--- config.mk ---
export PLATFORM = sky130hd
export DESIGN_NAME = dev_hex_loader_flat
export DESIGN_NICKNAME = d
export VERILOG_FILES = /design/src/rtl/dev_hex_loader.sv /design/src/flat_wrapper.sv
export SDC_FILE = /design/constraint.sdc
export NUM_CORES = 1
export LEC_CHECK = 0
export ABC_AREA = 1
export CAP_MARGIN = 40
export CORE_UTILIZATION = 50
export CTS_BUF_LIST = sky130_fd_sc_hd__clkbuf_2 sky130_fd_sc_hd__clkbuf_4 sky130_fd_sc_hd__clkbuf_8
export CTS_CLUSTER_DIAMETER = 60
export CTS_CLUSTER_SIZE = 28
export DETAILED_ROUTE_END_ITERATION = 10
export PLACE_DENSITY = 0.76
export REMOVE_ABC_BUFFERS = 1
export SLEW_MARGIN = 20
export SYNTH_ARGS = -nofsm -noshare
export SYNTH_HDL_FRONTEND = slang
export SYNTH_SLANG_ARGS = --single-unit
--- constraint.sdc ---
create_clock -name clk -period 2 [get_ports clk]
set_input_delay 0.4 -clock clk [delete_from_list [all_inputs] [get_ports clk]]
set_output_delay 0.4 -clock clk [all_outputs]
set_load 0.05 [all_outputs]
--- src/rtl/dev_hex_loader.sv ---
// rtl/dev_hex_loader.sv - ASCII hex stream to RAM loader; optional checksum terminator under DEV_HEX_LOADER_CHECKSUM_EN

package pkg_ram;
   localparam int RAM_ADDRW = 32;
   localparam int RAM_BYTE  = 8;
   localparam int RAM_WORD  = 16;
   localparam int RAM_LONG  = 32;
   localparam int RAM_QUAD  = 64;
   localparam int RAM_SIZEW = 7;

   typedef enum logic [1:0] {
      RAM_NOP   = 2'd0,
      RAM_LOAD  = 2'd1,
      RAM_STORE = 2'd2
   } ram_op_t;
endpackage

interface if_dev_ram;
   import pkg_ram::*;
   ram_op_t                op;
   logic [RAM_ADDRW-1:0]   addr;
   logic [RAM_SIZEW-1:0]   size;
   logic [RAM_QUAD-1:0]    data_in;

   modport master (output op, addr, size, data_in);
   modport slave  (input  op, addr, size, data_in);
endinterface

module dev_hex_loader #(
   parameter int                             WORD_BYTES  = 1,
   parameter logic [pkg_ram::RAM_ADDRW-1:0]  START_ADDR  = '0,
   parameter int                             ADDR_DIGITS = pkg_ram::RAM_ADDRW / 4
) (
   input  logic                            clk,
   input  logic                            rst,
   input  logic [pkg_ram::RAM_BYTE-1:0]    data_in,
   input  logic                            data_en,
   if_dev_ram.master                       ram,
   output logic                            busy,
   output logic                            done,
   output logic                            error,
   output logic [pkg_ram::RAM_ADDRW-1:0]   byte_count
`ifdef DEV_HEX_LOADER_CHECKSUM_EN
   ,
   output logic [pkg_ram::RAM_BYTE-1:0]    checksum
`endif
);
   import pkg_ram::*;

   localparam int AW  = RAM_ADDRW;
   localparam int QW  = RAM_QUAD;
   localparam int WB8 = WORD_BYTES * 8;
   localparam int PW  = $clog2(WORD_BYTES + 1);
   localparam int DW  = $clog2(ADDR_DIGITS + 1);

   localparam logic [RAM_SIZEW-1:0] BYTE_SIZE = RAM_SIZEW'(RAM_BYTE);
   localparam logic [RAM_SIZEW-1:0] WORD_SIZE =
      (WORD_BYTES == 1) ? RAM_SIZEW'(RAM_BYTE) :
      (WORD_BYTES == 2) ? RAM_SIZEW'(RAM_WORD) :
      (WORD_BYTES == 4) ? RAM_SIZEW'(RAM_LONG) : RAM_SIZEW'(RAM_QUAD);

   localparam logic [7:0] CH_EOT  = 8'h04;
   localparam logic [7:0] CH_TAB  = 8'h09;
   localparam logic [7:0] CH_LF   = 8'h0A;
   localparam logic [7:0] CH_CR   = 8'h0D;
   localparam logic [7:0] CH_SP   = 8'h20;
   localparam logic [7:0] CH_HASH = 8'h23;
   localparam logic [7:0] CH_AT   = 8'h40;
`ifdef DEV_HEX_LOADER_CHECKSUM_EN
   localparam logic [7:0] CH_BANG = 8'h21;
`endif

   typedef enum logic [2:0] {
      S_DATA,
      S_ADDR,
      S_COMMENT,
      S_FLUSH,
      S_DONE
`ifdef DEV_HEX_LOADER_CHECKSUM_EN
      ,
      S_CHECK
`endif
   } state_t;

   state_t              state_q;
   state_t              ret_q;
   logic [AW-1:0]       addr_next_q;
   logic                phase_q;
   logic [3:0]          hi_q;
   logic [WB8-1:0]      word_q;
   logic [PW-1:0]       pend_q;
   logic [AW-1:0]       acc_q;
   logic [DW-1:0]       dig_q;
   ram_op_t             op_q;
   logic [AW-1:0]       addr_q;
   logic [RAM_SIZEW-1:0] size_q;
   logic [QW-1:0]       data_q;
   logic                err_q;
   logic [AW-1:0]       cnt_q;
`ifdef DEV_HEX_LOADER_CHECKSUM_EN
   logic [7:0]          cks_q;
   logic [7:0]          word_sum;
`endif

   logic                is_hex;
   logic                is_ws;
   logic [3:0]          nib;
   logic [7:0]          byte_d;
   logic [WB8-1:0]      word_d;
   logic [PW-1:0]       pend_inc;
   logic                word_full;
   logic [7:0]          flush_byte;
   logic [AW-1:0]       acc_d;

   // Classify the incoming character and decode its nibble value
   always_comb begin
      is_hex = 1'b0;
      nib    = 4'h0;
      if (data_in >= 8'h30 && data_in <= 8'h39) begin
         is_hex = 1'b1;
         nib    = data_in[3:0];
      end else if ((data_in >= 8'h41 && data_in <= 8'h46) ||
                   (data_in >= 8'h61 && data_in <= 8'h66)) begin
         is_hex = 1'b1;
         nib    = data_in[3:0] + 4'd9;
      end
      is_ws = (data_in == CH_SP) || (data_in == CH_TAB) ||
              (data_in == CH_CR) || (data_in == CH_LF);
   end

   // Byte assembly, word shifting, flush byte selection and address accumulation
   always_comb begin
      byte_d     = {hi_q, nib};
      word_d     = WB8'({word_q, byte_d});
      pend_inc   = pend_q + PW'(1);
      word_full  = (pend_inc == PW'(WORD_BYTES));
      // Pending bytes sit in the low end of word_q; the oldest is the highest of them
      flush_byte = 8'(word_q >> {pend_q - PW'(1), 3'b000});
      acc_d      = {acc_q[AW-5:0], nib};
   end

`ifdef DEV_HEX_LOADER_CHECKSUM_EN
   // Modulo-256 sum of the bytes of the word about to be stored
   always_comb begin
      word_sum = 8'h00;
      for (int i = 0; i < WORD_BYTES; i++) begin
         word_sum = word_sum + word_d[i*8 +: 8];
      end
   end
`endif

   // Loader FSM: parse characters, assemble words, issue stores, track status
   always_ff @(posedge clk) begin
      if (!rst) begin
         state_q     <= S_DATA;
         ret_q       <= S_DATA;
         addr_next_q <= START_ADDR;
         phase_q     <= 1'b0;
         hi_q        <= 4'h0;
         word_q      <= '0;
         pend_q      <= '0;
         acc_q       <= '0;
         dig_q       <= '0;
         op_q        <= RAM_NOP;
         addr_q      <= '0;
         size_q      <= '0;
         data_q      <= '0;
         err_q       <= 1'b0;
         cnt_q       <= '0;
`ifdef DEV_HEX_LOADER_CHECKSUM_EN
         cks_q       <= 8'h00;
`endif
      end else begin
         op_q <= RAM_NOP;
         case (state_q)
            S_DATA: begin
               if (data_en) begin
                  if (is_hex) begin
                     if (!phase_q) begin
                        hi_q    <= nib;
                        phase_q <= 1'b1;
                     end else begin
                        phase_q <= 1'b0;
                        if (word_full) begin
                           op_q        <= RAM_STORE;
                           addr_q      <= addr_next_q;
                           size_q      <= WORD_SIZE;
                           data_q      <= QW'(word_d);
                           addr_next_q <= addr_next_q + AW'(WORD_BYTES);
                           cnt_q       <= cnt_q + AW'(WORD_BYTES);
                           pend_q      <= '0;
`ifdef DEV_HEX_LOADER_CHECKSUM_EN
                           cks_q       <= cks_q + word_sum;
`endif
                        end else begin
                           word_q <= word_d;
                           pend_q <= pend_inc;
                        end
                     end
                  end else begin
                     // A byte never spans a non-hex character; drop the lone nibble
                     phase_q <= 1'b0;
                     if (phase_q) begin
                        err_q <= 1'b1;
                     end
                     if (is_ws) begin
                        state_q <= S_DATA;
                     end else if (data_in == CH_HASH) begin
                        state_q <= S_COMMENT;
                     end else if (data_in == CH_AT) begin
                        state_q <= S_FLUSH;
                        ret_q   <= S_ADDR;
                     end else if (data_in == CH_EOT) begin
                        state_q <= S_FLUSH;
                        ret_q   <= S_DONE;
`ifdef DEV_HEX_LOADER_CHECKSUM_EN
                     end else if (data_in == CH_BANG) begin
                        state_q <= S_FLUSH;
                        ret_q   <= S_CHECK;
`endif
                     end else begin
                        err_q <= 1'b1;
                     end
                  end
               end
            end

            S_ADDR: begin
               if (data_en) begin
                  if (is_hex) begin
                     if (dig_q < DW'(ADDR_DIGITS)) begin
                        acc_q <= acc_d;
                        dig_q <= dig_q + DW'(1);
                     end else begin
                        err_q <= 1'b1;
                     end
                  end else if (is_ws) begin
                     if (dig_q != '0) begin
                        addr_next_q <= acc_q;
                     end else begin
                        err_q <= 1'b1;
                     end
                     state_q <= S_DATA;
                  end else if (data_in == CH_EOT) begin
                     // Nothing is pending here: the directive already flushed
                     err_q   <= 1'b1;
                     state_q <= S_DONE;
                  end else begin
                     err_q   <= 1'b1;
                     state_q <= S_DATA;
                  end
               end
            end

            S_COMMENT: begin
               if (data_en) begin
                  if (data_in == CH_LF) begin
                     state_q <= S_DATA;
                  end else if (data_in == CH_EOT) begin
                     state_q <= S_FLUSH;
                     ret_q   <= S_DONE;
                  end
               end
            end

            S_FLUSH: begin
               if (data_en) begin
                  err_q <= 1'b1;
               end
               if (pend_q != '0) begin
                  op_q        <= RAM_STORE;
                  addr_q      <= addr_next_q;
                  size_q      <= BYTE_SIZE;
                  data_q      <= QW'(flush_byte);
                  addr_next_q <= addr_next_q + AW'(1);
                  cnt_q       <= cnt_q + AW'(1);
                  pend_q      <= pend_q - PW'(1);
`ifdef DEV_HEX_LOADER_CHECKSUM_EN
                  cks_q       <= cks_q + flush_byte;
`endif
               end
               if (pend_q <= PW'(1)) begin
                  state_q <= ret_q;
                  acc_q   <= '0;
                  dig_q   <= '0;
                  phase_q <= 1'b0;
               end
            end

`ifdef DEV_HEX_LOADER_CHECKSUM_EN
            S_CHECK: begin
               if (data_en) begin
                  if (is_hex && !phase_q) begin
                     hi_q    <= nib;
                     phase_q <= 1'b1;
                  end else begin
                     if (!is_hex || (byte_d != cks_q)) begin
                        err_q <= 1'b1;
                     end
                     phase_q <= 1'b0;
                     state_q <= S_FLUSH;
                     ret_q   <= S_DONE;
                  end
               end
            end
`endif

            S_DONE: begin
               state_q <= S_DONE;
            end

            default: begin
               state_q <= S_DATA;
            end
         endcase
      end
   end

   assign ram.op      = op_q;
   assign ram.addr    = addr_q;
   assign ram.size    = size_q;
   assign ram.data_in = data_q;
   assign busy        = (state_q == S_FLUSH);
   assign done        = (state_q == S_DONE);
   assign error       = err_q;
   assign byte_count  = cnt_q;
`ifdef DEV_HEX_LOADER_CHECKSUM_EN
   assign checksum    = cks_q;
`endif

endmodule

--- src/flat_wrapper.sv ---
// flat-port wrapper written by rule: the top's interface ports become plain ports
module dev_hex_loader_flat import pkg_ram::*;
#(
   parameter int                             WORD_BYTES  = 1,
   parameter logic [pkg_ram::RAM_ADDRW-1:0]  START_ADDR  = '0,
   parameter int                             ADDR_DIGITS = pkg_ram::RAM_ADDRW / 4
)
  (clk, rst, data_in, data_en, busy, done, error, byte_count, ram_op, ram_addr, ram_size, ram_data_in);
  if_dev_ram ram_i ();
  input  logic clk;
  input  logic rst;
  input  logic [pkg_ram::RAM_BYTE-1:0] data_in;
  input  logic data_en;
  output logic busy;
  output logic done;
  output logic error;
  output logic [pkg_ram::RAM_ADDRW-1:0] byte_count;
  output wire logic [$bits(ram_i.op)-1:0] ram_op;
  output wire logic [$bits(ram_i.addr)-1:0] ram_addr;
  output wire logic [$bits(ram_i.size)-1:0] ram_size;
  output wire logic [$bits(ram_i.data_in)-1:0] ram_data_in;
  assign ram_op = ram_i.op;
  assign ram_addr = ram_i.addr;
  assign ram_size = ram_i.size;
  assign ram_data_in = ram_i.data_in;
  dev_hex_loader #(.WORD_BYTES(WORD_BYTES), .START_ADDR(START_ADDR), .ADDR_DIGITS(ADDR_DIGITS)) u_core (.clk(clk), .rst(rst), .data_in(data_in), .data_en(data_en), .ram(ram_i), .busy(busy), .done(done), .error(error), .byte_count(byte_count));
endmodule
# Word level (Yosys, flattened, before mapping)
# Cells that the tools add are included.
# op_classes
eq_ne	31
bitwise_logic	2
n_shift	1
n_reduce_logical	23
n_lt_le_gt_ge	8
n_addsub	6
muxes	101
# ops
operator	count
32-bit 2-to-1 mux	23
64-bit 2-to-1 mux	5
32-bit case mux with 2 select lines	3
64-bit case mux with 2 select lines	1
32-bit case mux with 3 select lines	1
32-bit by 1-bit adder with 32-bit output (second input constant)	2
3-bit 2-to-1 mux	21
7-bit 2-to-1 mux	5
8-bit by 4-bit equality test with 1-bit output (second input constant)	3
4-bit 2-to-1 mux	6
1-bit 2-to-1 mux	23
2-bit by 1-bit != test with 1-bit output (second input constant)	9
2-bit != test (second input constant)	9
8-bit by 6-bit equality test with 1-bit output (second input constant)	2
8-bit by 7-bit >= comparator with 1-bit output (second input constant)	2
8-bit by 7-bit less-or-equal comparator with 1-bit output (second input constant)	2
3-bit case mux with 5 select lines	1
7-bit case mux with 2 select lines	1
7-bit AND reduction	2
6-bit AND reduction	2
2-bit 2-to-1 mux	5
10-bit AND reduction	1
5-bit AND reduction	2
8-bit by 3-bit equality test with 1-bit output (second input constant)	1
29 further kinds	40
# word_totals
regBits	226
wordCells	187
inputBits	11

# Depth between registers and ports, before layout
# logic_depth
depth_word	10
ltp_mapped	15
ltp_nobuf	14

# Least setup slack after synthesis
# Ideal clock, no wire load.
# synth_path
path_type	reg2reg
startpoint	register u_core.state_q[0]
endpoint	register u_core.acc_q[10]
path_buffers	1
path_stages_with_launch	9
t_arrival_ps	2065
setup_ps	123
path_slack_ps	-188
synth_period_minus_slack_ps	2188
path_cell_list	dfxtp_1 -> nand2_2 -> nor2_1 -> inv_2 -> nand2_2 -> nand2_4 -> nand2_2 -> buf_6 -> a22oi_2
# synth_between
elab_chain_cells	3
# synth_lines
item	line	rtl
start, declared	dev_hex_loader.sv:85	state_t state_q;
start signal, assigned	dev_hex_loader.sv:283	state_q <= ret_q;
3-bit by 2-bit equality test with 1-bit output *	n/a	
named net busy	flat_wrapper.sv:14	output logic busy;
2-bit by 1-bit != test with 1-bit output (no line) or 2-bit nonzero test (tied branches)	n/a	
5-bit AND reduction (no line)	n/a	
end signal, assigned	dev_hex_loader.sv:162	acc_q <= '0;
end signal, assigned	dev_hex_loader.sv:232	acc_q <= acc_d;
end signal, assigned	dev_hex_loader.sv:284	acc_q <= '0;
end, declared	dev_hex_loader.sv:92	logic [AW-1:0] acc_q;
# The timed path passes the listed nets; every way through them passes the cells marked *.
# A chain may end at the register's enable or synchronous reset.

# Worst setup path in the final report
# layout_path
startpoint	register u_core.op_q[1] (netlist: u_core.ram.op[1])
endpoint	output port ram_op[1]
# layout_lines
item	line	rtl
start, declared	dev_hex_loader.sv:94	ram_op_t op_q;
start signal, assigned	dev_hex_loader.sv:164	op_q <= RAM_NOP;
start signal, assigned	dev_hex_loader.sv:174	op_q <= RAM_NOP;
start signal, assigned	dev_hex_loader.sv:185	op_q <= RAM_STORE;
end, declared	flat_wrapper.sv:18	output wire logic [$bits(ram_i.op)-1:0] ram_op;
# No word-level cell between the ends.

==> metrics.md <==
| Metric | Value |
|---|---|
| H-tree levels | 4 |
| Vias in the first global route | about 7.7k |
| Crit-path cells | clkdlybuf4s50_1 |
| Area share of the largest cell type after synthesis | 0.3580 |
| Clock Skew | about 0.012 ns |
| DR vias | 8,463 |
| CTS max path bufs | 2 |
| EDFF count, synth | 0 |
| Top cell type by total area after synthesis | dfxtp_1 |
| HP Class | in2reg |
| Antenna cells | 0 |
| CTS Sinks | 154 |
| Startpoint types | flop |
| Comb power frac | 0.118 |
| Max-cap violation count | 0 |
| Cell Area, Synth | about 8600 um^2 |
| Crit path max-delay family | buffers and inverters |
| PortBufs | 87 |
| Die area | between 15,000 and 20,000 um^2 |
| Drt initial violations | 654 |
| CP arrival | between 1.5 and 2 ns |
| Placed cells | about 1.6k |
| CTS buffer count | 17 |
| NetSw | 1826 uW |
| P_leak | 0.004387 uW |
| All-Layer GR Usage | 0.2550 |
| Post-synth ARST share | 0 |
| Setup TNS | 0 ns |
| Switching share of power | 0.2721 |
| Run status | finished, final reports clean |
| Slew headroom | 0.6394 |
| Register share of total power | 0.469 |
| Largest net degree at the start of global routing | between 50 and 60 |
| Root Buffer | clkbuf_8 |
| Synth unique cells | 38 |
| First-pass GRT wire length | 36.48 mm |
| Number of cells produced by synthesis | around 1.3k |
| GPL Wtd Cong | about 0.94 |
| Initial Utilization | 0.5156 |
| CTS tree | built |
| Mux contribution to synthesized area | 0 |
| Sequential cell area fraction in the yosys report | 0.3580 |
| Total grt overflow | 0 |
| Row count | 47 |
| Hold path start | rst |
| Tightest Pin Transition | between 0.5 and 0.6 ns |
| Synth Area in Simple Gates | 0.3259 |
| HPWL after DPL | about 16 mm |
| Non-Filler Instances | 1,661 |
| Clock power share | 0.413 |
| Number of top-level pins | roughly 150 |
| Reg2Reg Setup Slack | approximately 0.15 ns |
| Synth area leaders | dfxtp_1 36%, nand2_1 16%, nor2_1 8.1%, buf_4 6.2%, a21oi_1 5.1% |
| DIE WIDTH | between 100 and 150 um |
| Fin. max-slew vios | 0 |
| Final period util | 0.9865 |
| Leading cell types in the layout, fill and taps excluded | 373 x nand2_1, 181 x nor2_1, 152 x dfxtp_1, 87 x a21oi_1, 85 x inv_1 |
| Most common cell after layout, fill and taps aside | nand2_1 |
| Initial antenna violation count | 0 |
| Main combinational cell family by area after synthesis | simple AND/OR/NAND/NOR gates |
| #FFs+latches synth | roughly 150 |
| Maximum vdd drop | 463.6 uV |
| Setup CP Type | reg2out |
| Count of final setup violators | 0 |
| Crit path largest cell delay | between 0.7 and 0.8 ns |
| Routed len/inst | 13.52 um |
| Internal power | 4887 uW |
| P per Cell Area | between 600 and 700 nW/um^2 |
| CP max stage cell | clkdlybuf4s50_1 |
| Buffer and inverter count on the worst path | 1 |
| Minimum clock period | roughly 2 ns |
| RR Startpoint | u_core.dig_q[0]$_SDFFE_PN0P_ |
| Mean Syn Cell Area | 6.654 um^2 |
| Worst-skew pair later-pin latency | approximately 0.48 ns |
| Core area | around 17,000 um^2 |
| Total wire length | ~22 mm |
| Post-Synth Adder-Cell Area | 0.01162 |
| Footprint of the multi-input gates | roughly 4700 um^2 |
| Final Hold Fails | 0 |
| Avg Vias per Cell | slightly above 5 |
| Crit Path Max Fanout | 1 |
| Yosys warns | 0 |
| Clk pin slew, worst setup/hold paths | 0.08 ns |
| Nets | approximately 1.4k |
| Worst Setup End Kind | primary output |
| Share of cells above drive strength 1 | 0.1402 |
| Synth Area in XOR/XNOR | 0.02848 |
| Synth-to-Final Area Change | 21.43% |
| Router iterations before antenna repair | 5 |
| Synth Flop Type | dfxtp_1 |
| Synth Area in Compound Gates | 0.1459 |
| Die Span Y | about 130 um |
| CTS Hold Bufs | 0 |
| # fillers | around 1.5k |
| Number of nets with antenna violations after routing | 0 |
| Fmax | a little over 0.5 GHz |
| Crit. Startpoint | u_core.ram.op[1]$_SDFF_PN0_ |
| Worst EP required | 1.60 ns |
| Drc violations | 0 |
| FF/Latch Area | just over 3000 um^2 |
-- path summary, 6_finish.rpt --
kind / to / cells after the start
hold reg to reg: u_core.error$_SDFFE_PN0P_ / 2
setup reg to reg: u_core.addr_next_q[20]$_SDFFE_PN0P_ / 12
hold / removal: u_core.ram.data_in[6]$_SDFFE_PN0P_ / 5
setup / recovery: ram_op[1] / 1
-- power groups by stage --
stage          Clock, uW  Combinational [uW]  Sequential [uW]
2_1_floorplan          0                 531             3220
3_3_place_gp           0                 758             3220
3_5_place_dp           0                 766             3220
4_1_cts             2810                 767             3140
5_1_grt             2940                 856             3150
6_report            2770                 793             3150
-- logic make-up (layout without fill, tap and decap cells) --
kind of cell | Yosys count | after routing
flops | 154 | 154
other cells | 1 | 63
simple gates | 681 | 681
fa+ha+maj | 8 | 8
xor+xnor | 28 | 28
compound gates | 212 | 212
buf+inv | 210 | 295
-- per-layer routing --
metal | share of wire | track usage
met1 | 0.46 | 0.3429
met2 | 0.46 | 0.4145
met3 | 0.061 | 0.03691
met4 | 0.018 | 0.09533
met5 | 0 | 0
-- synthesized netlist by cell type, drive strengths merged, types with 13 or more instances --
master    n
dfxtp   154
inv      98
a21oi   103
nor2    196
a22oi    14
clkbuf   18
xor2     20
nand4    13
nand2   384
o21ai    86
nand3    50
buf      93
nor3     32
-- state kept, by name, summed over array words and instances (netlist names) --
| name | flops |
|---|---|
| u_core.phase_q | 1 |
| u_core.ram.addr | 32 |
| u_core.acc_q | 32 |
| u_core.addr_next_q | 32 |
| u_core.ram.size | 1 |
| u_core.ram.op | 1 |
| u_core.ram.data_in | 8 |
| u_core.dig_q | 4 |
| u_core.state_q | 3 |
| u_core.byte_count | 32 |
| u_core.hi_q | 4 |
| u_core.ret_q | 3 |
| u_core.error | 1 |
-- repair_timing --
action | in CTS | in global routing
pin swaps | 0 | 5
resized for setup | 65 | 15
setup endpoints to repair | 69 | 127
cloned | 0 | 2
buffers inserted | 0 | 6
-- area by class of cell --
cell class	instances	area share
multi-input cells	992	0.4475
flip-flops and latches	154	0.2951
repair buffers	164	0.1508
inverters	99	0.03554
clock buffers	21	0.02644
well taps	220	0.02633
clock inverters	11	0.01831
-- per-stage QoR --
step	area [um^2]	hold slack, ns	power (uW)	utilization	setup WS [ns]
after floorplan	8099	0.4323	3749	-	-1.088
after global placement	9926	0.4412	3973	0.5943	-0.3980
after detailed placement	9926	0.4492	3983	0.5943	-0.4846
after CTS	10320	0.4505	6722	0.6180	0.005385
after global routing	10460	0.4723	6948	0.6261	-0.02801
final	10460	0.4471	6713	0.6261	0.02706
No activity file was read; power rests on OpenSTA's default activity.
